[src/rtl/rs_issue_sched_pkg.sv]
// rtl/rs_issue_sched_pkg.sv - shared types and constants for the RS issue scheduler
package rs_issue_sched_pkg;

    localparam int NUM_RS   = 5;
    localparam int NUM_FU   = 4;
    localparam int MULT_LAT = 4;
    localparam int RS_IDX_W = $clog2(NUM_RS);

    typedef enum logic [1:0] {
        ALU   = 2'd0,
        LOAD  = 2'd1,
        STORE = 2'd2,
        MULT  = 2'd3
    } fu_class_e;

    typedef enum logic [1:0] {
        LANE_IDLE = 2'd0,
        LANE_HOLD = 2'd1,
        LANE_BUSY = 2'd2
    } lane_state_e;

    typedef struct packed {
        logic                valid;
        logic [RS_IDX_W-1:0] idx;
    } issue_lane_t;

    // Round-robin successor of an entry index, wrapping the last entry to 0.
    function automatic int next_ptr(input int idx, input int num_rs);
        return (idx == num_rs - 1) ? 0 : idx + 1;
    endfunction

endpackage

[src/rtl/rs_issue_sched_if.sv]
// rtl/rs_issue_sched_if.sv - RS/FU-facing signal bundle of the issue scheduler
interface rs_issue_sched_if #(
    parameter int NUM_RS   = rs_issue_sched_pkg::NUM_RS,
    parameter int NUM_FU   = rs_issue_sched_pkg::NUM_FU,
    parameter int RS_IDX_W = $clog2(NUM_RS)
);
    logic [NUM_RS-1:0]                entry_ready;
    logic [NUM_RS-1:0][1:0]           entry_fu;
    logic                             squash;
    logic [NUM_FU-1:0]                fu_ready;
    logic [NUM_FU-1:0]                issue_valid;
    logic [NUM_FU-1:0][RS_IDX_W-1:0]  issue_idx;
    logic [NUM_RS-1:0]                issue_grant;
    logic                             mult_busy;

    modport master (
        input  entry_ready, entry_fu, squash, fu_ready,
        output issue_valid, issue_idx, issue_grant, mult_busy
    );

    modport slave (
        output entry_ready, entry_fu, squash, fu_ready,
        input  issue_valid, issue_idx, issue_grant, mult_busy
    );
endinterface

[src/rtl/rs_issue_sched_rr_pick.sv]
// rtl/rs_issue_sched_rr_pick.sv - round-robin finder: first set request at or after ptr
module rs_issue_sched_rr_pick #(
    parameter int NUM_RS = 5,
    parameter int IDX_W  = $clog2(NUM_RS)
) (
    input  logic [NUM_RS-1:0] req,
    input  logic [IDX_W-1:0]  ptr,
    output logic              found,
    output logic [IDX_W-1:0]  idx
);
    int               pos;
    logic [IDX_W-1:0] pos_idx;

    always_comb begin
        found   = 1'b0;
        idx     = '0;
        pos     = 0;
        pos_idx = '0;
        for (int k = 0; k < NUM_RS; k++) begin
            pos     = (int'(ptr) + k) % NUM_RS;
            pos_idx = IDX_W'(pos);
            if (!found && req[pos_idx]) begin
                found = 1'b1;
                idx   = pos_idx;
            end
        end
    end
endmodule

[src/rtl/rs_issue_sched.sv]
// rtl/rs_issue_sched.sv - per-class round-robin issue from RS entries into FU issue lanes
module rs_issue_sched #(
    parameter int NUM_RS   = rs_issue_sched_pkg::NUM_RS,
    parameter int NUM_FU   = rs_issue_sched_pkg::NUM_FU,
    parameter int MULT_LAT = rs_issue_sched_pkg::MULT_LAT
) (
    input  logic             clock,
    input  logic             reset_n,
    rs_issue_sched_if.master bus
);
    import rs_issue_sched_pkg::*;

    localparam int IDX_W     = $clog2(NUM_RS);
    localparam int CNT_W     = $clog2(MULT_LAT + 1);
    localparam int MULT_LANE = int'(MULT);

    lane_state_e                  state_q [NUM_FU];
    lane_state_e                  state_d [NUM_FU];
    logic [IDX_W-1:0]             idx_q   [NUM_FU];
    logic [IDX_W-1:0]             idx_d   [NUM_FU];
    logic [IDX_W-1:0]             ptr_q   [NUM_FU];
    logic [IDX_W-1:0]             ptr_d   [NUM_FU];
    logic [IDX_W-1:0]             pick_idx[NUM_FU];
    logic [CNT_W-1:0]             cnt_q, cnt_d;

    logic [NUM_FU-1:0]              transfer;
    logic [NUM_FU-1:0]              can_load;
    logic [NUM_FU-1:0]              found;
    logic [NUM_FU-1:0]              grant;
    logic [NUM_RS-1:0]              held;
    logic [NUM_FU-1:0][NUM_RS-1:0]  req;
    logic [NUM_RS-1:0]              grant_vec;
    logic [NUM_FU-1:0]              lane_valid;
    logic [NUM_FU-1:0][IDX_W-1:0]   lane_idx;

    always_ff @(posedge clock or negedge reset_n) begin
        if (!reset_n) begin
            for (int f = 0; f < NUM_FU; f++) begin
                state_q[f] <= LANE_IDLE;
                idx_q[f]   <= '0;
                ptr_q[f]   <= '0;
            end
            cnt_q <= '0;
        end else begin
            for (int f = 0; f < NUM_FU; f++) begin
                state_q[f] <= state_d[f];
                idx_q[f]   <= idx_d[f];
                ptr_q[f]   <= ptr_d[f];
            end
            cnt_q <= cnt_d;
        end
    end

    // Held entries stay masked even while transferring, so the RS has a cycle to drop ready.
    always_comb begin
        transfer = '0;
        can_load = '0;
        held     = '0;
        req      = '0;
        for (int f = 0; f < NUM_FU; f++) begin
            transfer[f] = (state_q[f] == LANE_HOLD) && bus.fu_ready[f];
            if (f == MULT_LANE && MULT_LAT > 1)
                can_load[f] = !bus.squash && (state_q[f] == LANE_IDLE);
            else
                can_load[f] = !bus.squash && ((state_q[f] == LANE_IDLE) || transfer[f]);
            if (state_q[f] == LANE_HOLD)
                held[idx_q[f]] = 1'b1;
        end
        for (int f = 0; f < NUM_FU; f++) begin
            for (int i = 0; i < NUM_RS; i++) begin
                req[f][i] = bus.entry_ready[i] && (bus.entry_fu[i] == 2'(f)) && !held[i];
            end
        end
    end

    for (genvar g = 0; g < NUM_FU; g++) begin : g_pick
        rs_issue_sched_rr_pick #(
            .NUM_RS (NUM_RS),
            .IDX_W  (IDX_W)
        ) u_pick (
            .req   (req[g]),
            .ptr   (ptr_q[g]),
            .found (found[g]),
            .idx   (pick_idx[g])
        );
    end

    always_comb begin
        grant     = '0;
        grant_vec = '0;
        cnt_d     = cnt_q;
        for (int f = 0; f < NUM_FU; f++) begin
            state_d[f] = state_q[f];
            idx_d[f]   = idx_q[f];
            ptr_d[f]   = ptr_q[f];
            grant[f]   = can_load[f] && found[f] && reset_n;
            if (grant[f]) begin
                grant_vec[pick_idx[f]] = 1'b1;
                state_d[f] = LANE_HOLD;
                idx_d[f]   = pick_idx[f];
                ptr_d[f]   = IDX_W'(next_ptr(int'(pick_idx[f]), NUM_RS));
            end else begin
                unique case (state_q[f])
                    LANE_IDLE: state_d[f] = LANE_IDLE;
                    LANE_HOLD: begin
                        // Squash wins over a coincident transfer: the op is dropped.
                        if (bus.squash) begin
                            state_d[f] = LANE_IDLE;
                        end else if (transfer[f]) begin
                            if (f == MULT_LANE && MULT_LAT > 1) begin
                                state_d[f] = LANE_BUSY;
                                cnt_d      = CNT_W'(MULT_LAT - 1);
                            end else begin
                                state_d[f] = LANE_IDLE;
                            end
                        end
                    end
                    LANE_BUSY: begin
                        cnt_d = cnt_q - 1'b1;
                        if (cnt_q == CNT_W'(1))
                            state_d[f] = LANE_IDLE;
                    end
                    default: state_d[f] = LANE_IDLE;
                endcase
            end
        end
    end

    always_comb begin
        lane_valid = '0;
        lane_idx   = '0;
        for (int f = 0; f < NUM_FU; f++) begin
            lane_valid[f] = (state_q[f] == LANE_HOLD);
            lane_idx[f]   = idx_q[f];
        end
    end

    assign bus.issue_valid = lane_valid;
    assign bus.issue_idx   = lane_idx;
    assign bus.issue_grant = grant_vec;
    assign bus.mult_busy   = (state_q[MULT_LANE] == LANE_BUSY);
endmodule

[src/flat_wrapper.sv]
// flat-port wrapper written by rule: the top's interface ports become plain ports
module rs_issue_sched_flat import rs_issue_sched_pkg::*;
#(
    parameter int NUM_RS   = rs_issue_sched_pkg::NUM_RS,
    parameter int NUM_FU   = rs_issue_sched_pkg::NUM_FU,
    parameter int MULT_LAT = rs_issue_sched_pkg::MULT_LAT
)
  (clock, reset_n, bus_entry_ready, bus_entry_fu, bus_squash, bus_fu_ready, bus_issue_valid, bus_issue_idx, bus_issue_grant, bus_mult_busy);
  rs_issue_sched_if #(.NUM_RS(NUM_RS), .NUM_FU(NUM_FU)) bus_i ();
  input  logic clock;
  input  logic reset_n;
  input wire logic [$bits(bus_i.entry_ready)-1:0] bus_entry_ready;
  input wire logic [$bits(bus_i.entry_fu)-1:0] bus_entry_fu;
  input wire logic [$bits(bus_i.squash)-1:0] bus_squash;
  input wire logic [$bits(bus_i.fu_ready)-1:0] bus_fu_ready;
  output wire logic [$bits(bus_i.issue_valid)-1:0] bus_issue_valid;
  output wire logic [$bits(bus_i.issue_idx)-1:0] bus_issue_idx;
  output wire logic [$bits(bus_i.issue_grant)-1:0] bus_issue_grant;
  output wire logic [$bits(bus_i.mult_busy)-1:0] bus_mult_busy;
  assign bus_i.entry_ready = bus_entry_ready;
  assign bus_i.entry_fu = bus_entry_fu;
  assign bus_i.squash = bus_squash;
  assign bus_i.fu_ready = bus_fu_ready;
  assign bus_issue_valid = bus_i.issue_valid;
  assign bus_issue_idx = bus_i.issue_idx;
  assign bus_issue_grant = bus_i.issue_grant;
  assign bus_mult_busy = bus_i.mult_busy;
  rs_issue_sched #(.NUM_RS(NUM_RS), .NUM_FU(NUM_FU), .MULT_LAT(MULT_LAT)) u_core (.clock(clock), .reset_n(reset_n), .bus(bus_i));
endmodule
[config.mk]
export PLATFORM = sky130hd
export DESIGN_NAME = rs_issue_sched_flat
export DESIGN_NICKNAME = d
export VERILOG_FILES = /design/src/rtl/rs_issue_sched_pkg.sv /design/src/rtl/rs_issue_sched_if.sv /design/src/rtl/rs_issue_sched_rr_pick.sv /design/src/rtl/rs_issue_sched.sv /design/src/flat_wrapper.sv
export SDC_FILE = /design/constraint.sdc
export NUM_CORES = 1
export LEC_CHECK = 0
export BUFFER_PORTS_ARGS = -buffer_cell sky130_fd_sc_hd__buf_4
export CAP_MARGIN = 20
export CORE_MARGIN = 2
export CORE_UTILIZATION = 30
export CTS_CLUSTER_SIZE = 20
export DETAILED_ROUTE_END_ITERATION = 8
export HOLD_SLACK_MARGIN = 0.02
export SETUP_SLACK_MARGIN = 0.2
export SYNTH_ARGS = -nofsm -noshare
export SYNTH_HDL_FRONTEND = slang
export SYNTH_HIERARCHICAL = 1
export SYNTH_SLANG_ARGS = --single-unit
[constraint.sdc]
create_clock -name clock -period 16.95 [get_ports clock]
set_input_delay 0.8475 -clock clock [delete_from_list [all_inputs] [get_ports clock]]
set_output_delay 0.8475 -clock clock [all_outputs]
set_load 0.02 [all_outputs]
==> results of run 1 <==
-- sequential cells by signal (all words and copies together) (netlist names) --
name,count
u_core/bus.issue_idx,12
u_core/cnt_q,3
u_core/ptr_q,12
u_core/state_q,5
-- worst max path at each step --
stage | cells past startpoint | end | startpoint | slack (ps)
after floorplan | 23 | bus_issue_grant[4] | u_core/ptr_q[9] | 11020
after global placement | 22 | bus_issue_grant[0] | u_core/ptr_q[3] | 9990
after detailed placement | 22 | bus_issue_grant[4] | u_core/ptr_q[9] | 9770
after CTS | 22 | bus_issue_grant[4] | u_core/ptr_q[9] | 9420
after global routing | 23 | bus_issue_grant[2] | u_core/ptr_q[9] | 8800
final | 22 | bus_issue_grant[4] | u_core/ptr_q[9] | 9390
-- area by class of cell --
class	instances	area, µm²	area share
clock buffers	7	143	0.0158
well taps	372	465	0.0516
clock inverters	1	7.51	0.000832
inverters	56	210	0.0233
flip-flops and latches	32	801	0.0888
repair buffers	54	403	0.0447
multi-input cells	918	6990	0.775
-- kinds of logic after synthesis --
logic type                 synth area share
AOI/OAI and AO/OA                     0.266
xor gates and xnor gates             0.0313
adders and majority gates             0.119
buffers and inverters                0.0629
DFF                                  0.0963
muxes                                 0.131
and+or+nand+nor                       0.294
-- routing by layer --
| layer | vias to the layer above | wire length (µm) | part of all wire |
|---|---|---|---|
| met1 | 3870 | 11700 | 0.49 |
| met3 | 18 | 1220 | 0.052 |
| met5 | - | 0 | 0 |
| li1 | 3987 | - | - |
| met2 | 193 | 10600 | 0.45 |
| met4 | 0 | 194 | 0.0082 |
-- stage by stage --
step	hold WS (ps)	util	setup slack (ps)
final	487	0.333	9390
after global routing	542	0.333	8800
after CTS	497	0.332	9420
after detailed placement	485	0.327	9770
after floorplan	467	-	11020
after global placement	487	0.327	9990
-- cells in the mapped netlist (all sizes together), types with 11 or more instances --
library cell	number
nand3b	11
and2	12
a221oi	16
nand2	93
mux2i	51
a21oi	74
nor3	36
a21o	14
inv	55
o21ai	45
nand2b	42
a31oi	26
o211ai	16
a211oi	19
and3	11
dfrtp	32
nor3b	20
or3	20
clkbuf	16
ha	79
nor2	56
nor4	12
mux2	41
nor2b	22
xnor2	19
buf	37
nand3	45
-- worst min-delay path, cell delays in order, from the launching register on --
cell	delay [ps]
dfrtp_1	330
nand2_1	50
o211ai_1	60
-- cell usage in the layout (no fill, tap or decap), drive strengths merged, types with 6 or more instances in the layout --
| master | n |
|---|---|
| a211oi | 19 |
| a21bo | 9 |
| a21o | 14 |
| a21oi | 74 |
| a221oi | 16 |
| a311oi | 8 |
| a31oi | 26 |
| and2 | 12 |
| and3 | 11 |
| buf | 53 |
| clkbuf | 8 |
| dfrtp | 32 |
| ha | 79 |
| inv | 55 |
| mux2 | 41 |
| mux2i | 51 |
| nand2 | 93 |
| nand2b | 42 |
| nand3 | 45 |
| nand3b | 11 |
| nor2 | 56 |
| nor2b | 22 |
| nor3 | 36 |
| nor3b | 20 |
| nor4 | 12 |
| nor4b | 6 |
| o211ai | 16 |
| o21a | 10 |
| o21ai | 45 |
| o22ai | 8 |
| or2 | 6 |
| or3 | 20 |
| xnor2 | 19 |
| xor2 | 6 |
==> impl_metrics.env, run 1 <==
export IMPL_status="complete, no violations"
export IMPL_r2r_end="u_core/ptr_q[4]"
export IMPL_core_area_mm2=0.0271
export IMPL_slew_limit_headroom=0.283
export IMPL_drive_gt1_frac=0.176
export IMPL_root_buffer="clkbuf_16"
export IMPL_cts_hold_fix_buffers=0
export IMPL_ios=44
export IMPL_max_slew_worst_pin_slew_ps=1070
export IMPL_fill_cells=2916
export IMPL_first_pass_iters=5
export IMPL_crit_arrival_ps=6710
export IMPL_dp_cells=1430
export IMPL_hold_start="u_core/cnt_q[1]"
export IMPL_rsz0062_at_grt="false"
export IMPL_die_y_um=170
export IMPL_cts_clk_slew_worst_paths_ps=50
export IMPL_fp_dieW_um=170
export IMPL_ys_seq_area_frac=0.0963
export IMPL_yosysTopAreaCellShare=0.119
export IMPL_areaGrowthSynthToFinish_pct=8.49
export IMPL_reg2reg_setup_slack_ps=10250
export IMPL_grt_use_met3=0.0172
export IMPL_yosysWarnings=6
export IMPL_hpwl_mm=18.5
export IMPL_cpMostUsedCell="ha_1"
export IMPL_die_area_mm2=0.0291
export IMPL_skew_ps=8.67
export IMPL_grt_overflow_total=0
export IMPL_min_period_over_period=0.446
export IMPL_whs_path_depth=2
export IMPL_grtUsageTotal=0.162
export IMPL_viasPerCell=5.60
export IMPL_cp_cell_sequence="inv_2 -> ha_1 -> inv_1 -> ha_1 -> inv_1 -> ha_1 -> nor3_1 -> o21ai_0 -> nand2_1 -> ha_1 -> nand2b_1 -> a221oi_2 -> a21o_1 -> nand3_1 -> a211oi_1 -> a211oi_1 -> a21o_1 -> a221oi_1 -> nor4b_1 -> a41oi_1 -> nand3_1 -> buf_4"
export IMPL_std_cell_rows=60
export IMPL_avgSynthCellArea_um2=7.85
export IMPL_antenna_found_initial=0
export IMPL_period_needed_ps=7560
export IMPL_routabilityCongestion=0.867
export IMPL_wl_per_cell_um=16.4
export IMPL_slowest_stage="a221oi_1"
export IMPL_critical_path_top_delay_family="compound AO/OA/AOI/OAI gates"
export IMPL_cts_sinks=32
export IMPL_postPlaceCellArea_mm2=0.00886
export IMPL_max_freq_ghz=0.132
export IMPL_cts_tree="yes"
export IMPL_min_to="u_core/cnt_q[1]"
export IMPL_grt_busiest_layer="met2"
export IMPL_drt_total_wl_mm=23.7
export IMPL_synth_seq_cells=32
export IMPL_cap_violations=0
export IMPL_postSynthCellCount=1059
export IMPL_setup_viol=0
export IMPL_clkLatencyLatePin_ps=290
export IMPL_reg2reg_from="u_core/ptr_q[3]"
export IMPL_yosysTopAreaCell="ha_1"
export IMPL_synth_ff_type="dfrtp_1"
export IMPL_drcViolationCount=0
export IMPL_critPathMaxStageDelay_ps=880
export IMPL_ys_types=97
export IMPL_slew_viol_final=0
export IMPL_async_flop_share=1.00
export IMPL_tns_ps=0
export IMPL_htreeDepth=2
export IMPL_stdcell_count=1440
export IMPL_drt_iter0_drc=617
export IMPL_grt_pass1_wl_mm=38.5
export IMPL_synth_edf_count=0
export IMPL_port_buffer_count=43
export IMPL_crit_buf_inv=4
export IMPL_grt_pass1_vias=7373
export IMPL_postRouteAntennaNets=0
export IMPL_criticalPathCategory="register to output port"
export IMPL_clockBufferDepth=2
export IMPL_grt_start_max_net_pins=42
export IMPL_cts_resized=0
export IMPL_start_util=0.307
export IMPL_worstPathMaxFanout=22
export IMPL_use_met1=0.237
export IMPL_syn_num_nets=1160
export IMPL_r2r_cells=22
export IMPL_cp_end_kind="output port"
export IMPL_syn_cell_area_mm2=0.00832
export IMPL_postCtsSetupBuffers=0
export IMPL_num_antenna_cells=0
export IMPL_synth_area_leaders="ha_1 (12%), dfrtp_1 (9.6%), mux2i_1 (6.0%)"
export IMPL_design_area_mm2=0.00902
export IMPL_worst_ep_required_time_ps=16100
export IMPL_num_vias=8068
export IMPL_cts_buffers=5
export IMPL_hold_path_class="register to register"
export IMPL_hold_viol=0
export IMPL_met2_usage=0.261
export IMPL_nets=1168
export IMPL_crit_path_start_kind="register"
Power of run 1 is not shown: default switching activity piles up to over one toggle a cycle in this logic, so the estimate is an artifact.
==> run 2, diff against run 1 <==
--- a/config.mk
+++ b/config.mk
@@ -5,6 +5,7 @@
 export SDC_FILE = /design/constraint.sdc
 export NUM_CORES = 1
 export LEC_CHECK = 0
+export ABC_AREA = 1
 export BUFFER_PORTS_ARGS = -buffer_cell sky130_fd_sc_hd__buf_4
 export CAP_MARGIN = 20
 export CORE_MARGIN = 2
==> constraint.sdc (replaced) <==
create_clock -name clock -period 7.28 [get_ports clock]
set_input_delay 0.364 -clock clock [delete_from_list [all_inputs] [get_ports clock]]
set_output_delay 0.364 -clock clock [all_outputs]
set_load 0.02 [all_outputs]
==> impl_metrics.env, run 2 <==
export IMPL_synth_xor_area_frac=0.0388
export IMPL_tns_ps=0
export IMPL_synth_top_family_by_area="simple AND/OR/NAND/NOR gates"
export IMPL_postRouteAntennaNets=0
export IMPL_slew_viol_final=0
export IMPL_cts_buffers=5
export IMPL_critical_path_top_delay_family="simple AND/OR/NAND/NOR gates"
export IMPL_synth_area_leaders="nand2_1 (15%), ha_1 (12%), nand3_1 (12%)"
export IMPL_criticalPathCategory="register to output port"
export IMPL_crit_cells=29
export IMPL_synth_common_cells="nand2_1 (327), inv_1 (198), nand3_1 (187), ha_1 (79), nor2_1 (77)"
export IMPL_skew_ps=4.13
export IMPL_grtUsageTotal=0.151
export IMPL_crit_path_start_kind="register"
export IMPL_cts_resized=0
export IMPL_start_util=0.303
export IMPL_grt_pass1_wl_mm=35.9
export IMPL_ys_seq_area_frac=0.0985
export IMPL_wl_per_cell_um=12.7
export IMPL_nets=1457
export IMPL_cp_end_kind="output port"
export IMPL_std_cell_rows=60
export IMPL_status="complete, no violations"
export IMPL_setup_viol=0
export IMPL_num_antenna_cells=0
export IMPL_syn_cell_area_mm2=0.00813
export IMPL_die_area_mm2=0.0284
export IMPL_r2r_cells=28
export IMPL_antenna_found_initial=0
export IMPL_period_needed_ps=5460
export IMPL_drt_iter0_drc=421
export IMPL_yosysWarnings=6
export IMPL_hpwl_mm=18.2
export IMPL_postCtsSetupBuffers=0
export IMPL_avgSynthCellArea_um2=6.16
export IMPL_synth_ff_type="dfrtp_1"
export IMPL_synth_seq_cells=32
export IMPL_drt_total_wl_mm=21.6
export IMPL_slowest_stage="dfrtp_1"
export IMPL_htreeDepth=2
export IMPL_critPathMaxStageDelay_ps=830
export IMPL_crit_arrival_ps=5100
export IMPL_worstPathMaxFanout=17
export IMPL_postSynthCellCount=1320
export IMPL_areaGrowthSynthToFinish_pct=9.40
export IMPL_ys_types=46
export IMPL_ios=44
export IMPL_final_cell_mix="nand2_1 (327), inv_1 (198), nand3_1 (187), ha_1 (79), nor2_1 (77)"
export IMPL_core_area_mm2=0.0268
export IMPL_muxShareOfSynthArea=0
export IMPL_min_period_over_period=0.751
export IMPL_rsz0062_at_grt="false"
export IMPL_drcViolationCount=0
export IMPL_max_freq_ghz=0.183
export IMPL_cts_sinks=32
export IMPL_slew_limit_headroom=0.320
export IMPL_grt_overflow_total=0
export IMPL_final_common_cell="nand2_1"
export IMPL_viasPerCell=4.90
export IMPL_cts_clk_slew_worst_paths_ps=50
export IMPL_hold_viol=0
export IMPL_yosys_area_share_simple=0.517
export IMPL_clkLatencyLatePin_ps=280
export IMPL_cts_tree="yes"
export IMPL_clockBufferDepth=2
export IMPL_cts_hold_fix_buffers=0
export IMPL_worst_ep_required_time_ps=6920
export IMPL_grt_pass1_vias=7501
export IMPL_yosysTopAreaCellShare=0.151
export IMPL_drive_gt1_frac=0.189
export IMPL_cap_violations=0
export IMPL_routabilityCongestion=0.906
export IMPL_grt_start_max_net_pins=38
export IMPL_die_y_um=169
export IMPL_hold_path_class="input pin to async pin"
export IMPL_first_pass_iters=5
export IMPL_crit_buf_inv=7
export IMPL_num_vias=8312
export IMPL_yosysTopAreaCell="nand2_1"
export IMPL_synth_most_common_cell="nand2_1"
export IMPL_synth_compound_area_frac=0.100
export IMPL_root_buffer="clkbuf_16"
export IMPL_synth_adder_area_share=0.122
export IMPL_fp_dieW_um=169
export IMPL_max_slew_worst_pin_slew_ps=1010
export IMPL_synth_edf_count=0
export IMPL_port_buffer_count=43
export IMPL_async_flop_share=1.00
export IMPL_syn_num_nets=1421
==> run 2: area by class of cell <==
cell class / count / area [µm²]
timing repair buffer: 44 / 330
tap: 341 / 427
fill: 2882 / 17900
clock buffer: 8 / 146
inverter: 227 / 870
sequential: 32 / 801
multi-input combinational: 1046 / 6320
==> run 2: worst paths after layout <==
path	endpoint	slack [ps]	startpoint
max	bus_issue_grant[4]	1820	u_core/ptr_q[3]
min	u_core/cnt_q[1]	50	reset_n
max reg2reg	u_core/ptr_q[5]	2340	u_core/ptr_q[3]
min reg2reg	u_core/cnt_q[0]	500	u_core/cnt_q[0]
max in group asynchronous	u_core/ptr_q[3]	6890	reset_n
min in group clock	u_core/state_q[0]	290	bus_fu_ready[3]
==> run 2: through the flow <==
stage | worst slack (ps) | utilization | hold WS (ps) | cell area [µm²] | cells
finish | 1820 | 0.332 | 47.6 | 8900 | 1698
CTS | 1900 | 0.332 | 60.4 | 8900 | 1698
global placement | 2290 | 0.327 | 365 | 8750 | 1690
floorplan | 3100 | - | 68.4 | 8130 | 1320
global route | 1270 | 0.332 | 82.2 | 8900 | 1698
detailed placement | 2220 | 0.327 | 366 | 8750 | 1690
==> run 2: kinds of logic (layout without fill, tap and decap cells) <==
group	count (synthesis)	count (layout)
xor+xnor	27	27
flops	32	32
buf+inv	242	279
fa+ha+maj	79	79
compound gates	131	131
simple gates	809	809
==> run 2: per-layer routing <==
metal | vias up | share of wire | track usage
met5 | - | 0 | 0
met4 | 0 | 0.019 | 0.0390
met3 | 25 | 0.056 | 0.0224
met2 | 166 | 0.46 | 0.258
met1 | 3767 | 0.47 | 0.200
li1 | 4354 | - | -
Power of run 2 is left out for the same reason.
==> run 3, diff against run 2 <==
==> constraint.sdc (replaced) <==
create_clock -name clock -period 4.96 [get_ports clock]
set_input_delay 0.248 -clock clock [delete_from_list [all_inputs] [get_ports clock]]
set_output_delay 0.248 -clock clock [all_outputs]
set_load 0.02 [all_outputs]
==> impl_metrics.env, run 3 (synthesis gave the netlist of run 2 again) <==
export IMPL_drt_met1_wl_mm=10.8
export IMPL_wl_per_cell_um=13.1
export IMPL_criticalPathCategory="register to output port"
export IMPL_first_pass_iters=5
export IMPL_rsz0062_at_grt="false"
export IMPL_tns_ps=0
export IMPL_final_common_cell="nand2_1"
export IMPL_cts_sinks=32
export IMPL_core_area_mm2=0.0268
export IMPL_cts_tree="yes"
export IMPL_cts_buffers=5
export IMPL_slowest_stage="dfrtp_1"
export IMPL_drt_total_wl_mm=22.5
export IMPL_viasPerCell=4.90
export IMPL_areaGrowthSynthToFinish_pct=15.0
export IMPL_drive_gt1_frac=0.230
export IMPL_min_period_over_period=0.912
export IMPL_htreeDepth=2
export IMPL_worst_ep_required_time_ps=4710
export IMPL_num_vias=8452
export IMPL_setup_viol=0
export IMPL_port_buffer_count=43
export IMPL_crit_path_start_kind="register"
export IMPL_routabilityCongestion=0.853
export IMPL_slew_viol_final=0
export IMPL_die_y_um=169
export IMPL_fp_dieW_um=169
export IMPL_grt_pass1_vias=7744
export IMPL_grt_pass1_wl_mm=36.8
export IMPL_root_buffer="clkbuf_16"
export IMPL_post_place_ws_ps=428
export IMPL_wl_met2_mm=10.4
export IMPL_grt_start_max_net_pins=38
export IMPL_drt_iter0_drc=433
export IMPL_postRouteAntennaNets=0
export IMPL_ios=44
export IMPL_grtUsageTotal=0.155
export IMPL_drcViolationCount=0
export IMPL_max_freq_ghz=0.221
export IMPL_std_cell_rows=60
export IMPL_cp_end_kind="output port"
export IMPL_cts_clk_slew_worst_paths_ps=60
export IMPL_clkLatencyLatePin_ps=280
export IMPL_reg2reg_setup_slack_ps=870
export IMPL_clockBufferDepth=2
export IMPL_skew_ps=6.60
export IMPL_final_cell_mix="nand2_1 (327), inv_1 (191), nand3_1 (177), ha_1 (78), nor2_1 (72)"
export IMPL_crit_arrival_ps=4270
export IMPL_hold_viol=0
export IMPL_cap_violations=0
export IMPL_critPathMaxStageDelay_ps=530
export IMPL_antenna_found_initial=0
export IMPL_grt_overflow_total=0
export IMPL_worstPathMaxFanout=8
export IMPL_dp_cells=1700
export IMPL_num_antenna_cells=0
export IMPL_hold_path_class="input pin to register"
export IMPL_period_needed_ps=4520
export IMPL_max_slew_worst_pin_slew_ps=767
export IMPL_dr_wl_met3_um=921
export IMPL_hpwl_mm=18.4
export IMPL_nets=1484
export IMPL_top_layer="met4"
export IMPL_cpMostUsedCell="nand2_1"
export IMPL_slew_limit_headroom=0.485
export IMPL_die_area_mm2=0.0284
export IMPL_status="complete, no violations"
export IMPL_setup_slack_ps=438
export IMPL_start_util=0.303
export IMPL_stdcell_count=1725
-- run 3: changes by cell type in the layout (fill, tap and decap cells not counted), moves of 5 or more --
cell,previous run,this run
dfrtp_1,32,27
nor2_1,77,72
nand3_4,7,13
nand3_1,187,177
dfrtp_2,0,5
inv_1,198,191
buf_4,44,67
-- run 3: worst paths after layout --
path                                   from                  to  cells after the start
hold / removal              bus_fu_ready[3]   u_core/state_q[0]                      2
hold reg to reg             u_core/cnt_q[0]     u_core/cnt_q[0]                      1
setup reg to reg           u_core/ptr_q[11]    u_core/ptr_q[11]                     24
setup / recovery           u_core/ptr_q[11]  bus_issue_grant[3]                     25
min in group asynchronous           reset_n     u_core/cnt_q[1]                      2
max in group asynchronous           reset_n     u_core/ptr_q[1]                      2
-- run 3: cell type report --
type / count / area (µm²)
inverter: 227 / 885
multi-input combinational: 1047 / 6550
clock inverter: 2 / 10.0
tap: 341 / 427
clock buffer: 6 / 139
timing repair buffer: 70 / 529
fill: 2862 / 17500
sequential: 32 / 807
-- run 3: metrics by stage --
step | hold slack [ps] | instance area (µm²) | utilization
3_5_place_dp | 251 | 8830 | 0.329
2_1_floorplan | -47.6 | 8130 | -
6_report | 175 | 9350 | 0.349
4_1_cts | 176 | 9000 | 0.336
3_3_place_gp | 249 | 8830 | 0.329
5_1_grt | 188 | 9350 | 0.349
-- run 3: timing repair --
item	4_1_cts	5_1_grt
pin swaps	0	11
setup buffers	0	15
gates resized for setup	2	56
endpoints found under the setup margin	5	9
hold endpoints to repair	32	0
hold buffers	1	0
cloned	0	1
-- run 3: worst max-delay path, delay by kind of cell (launching register included) --
family | cells | cell delay [ps]
flops | 1 | 530
buf+inv | 5 | 700
fa+ha+maj | 3 | 730
xor+xnor | 1 | 190
simple gates | 15 | 1570
compound gates | 1 | 240
-- run 3: per-layer routing --
metal,GRT usage,up-vias
met1,0.213,3836
li1,-,4421
met5,0,-
met3,0.0129,28
met2,0.266,167
met4,0.0334,0
Power of run 3 is left out for the same reason.
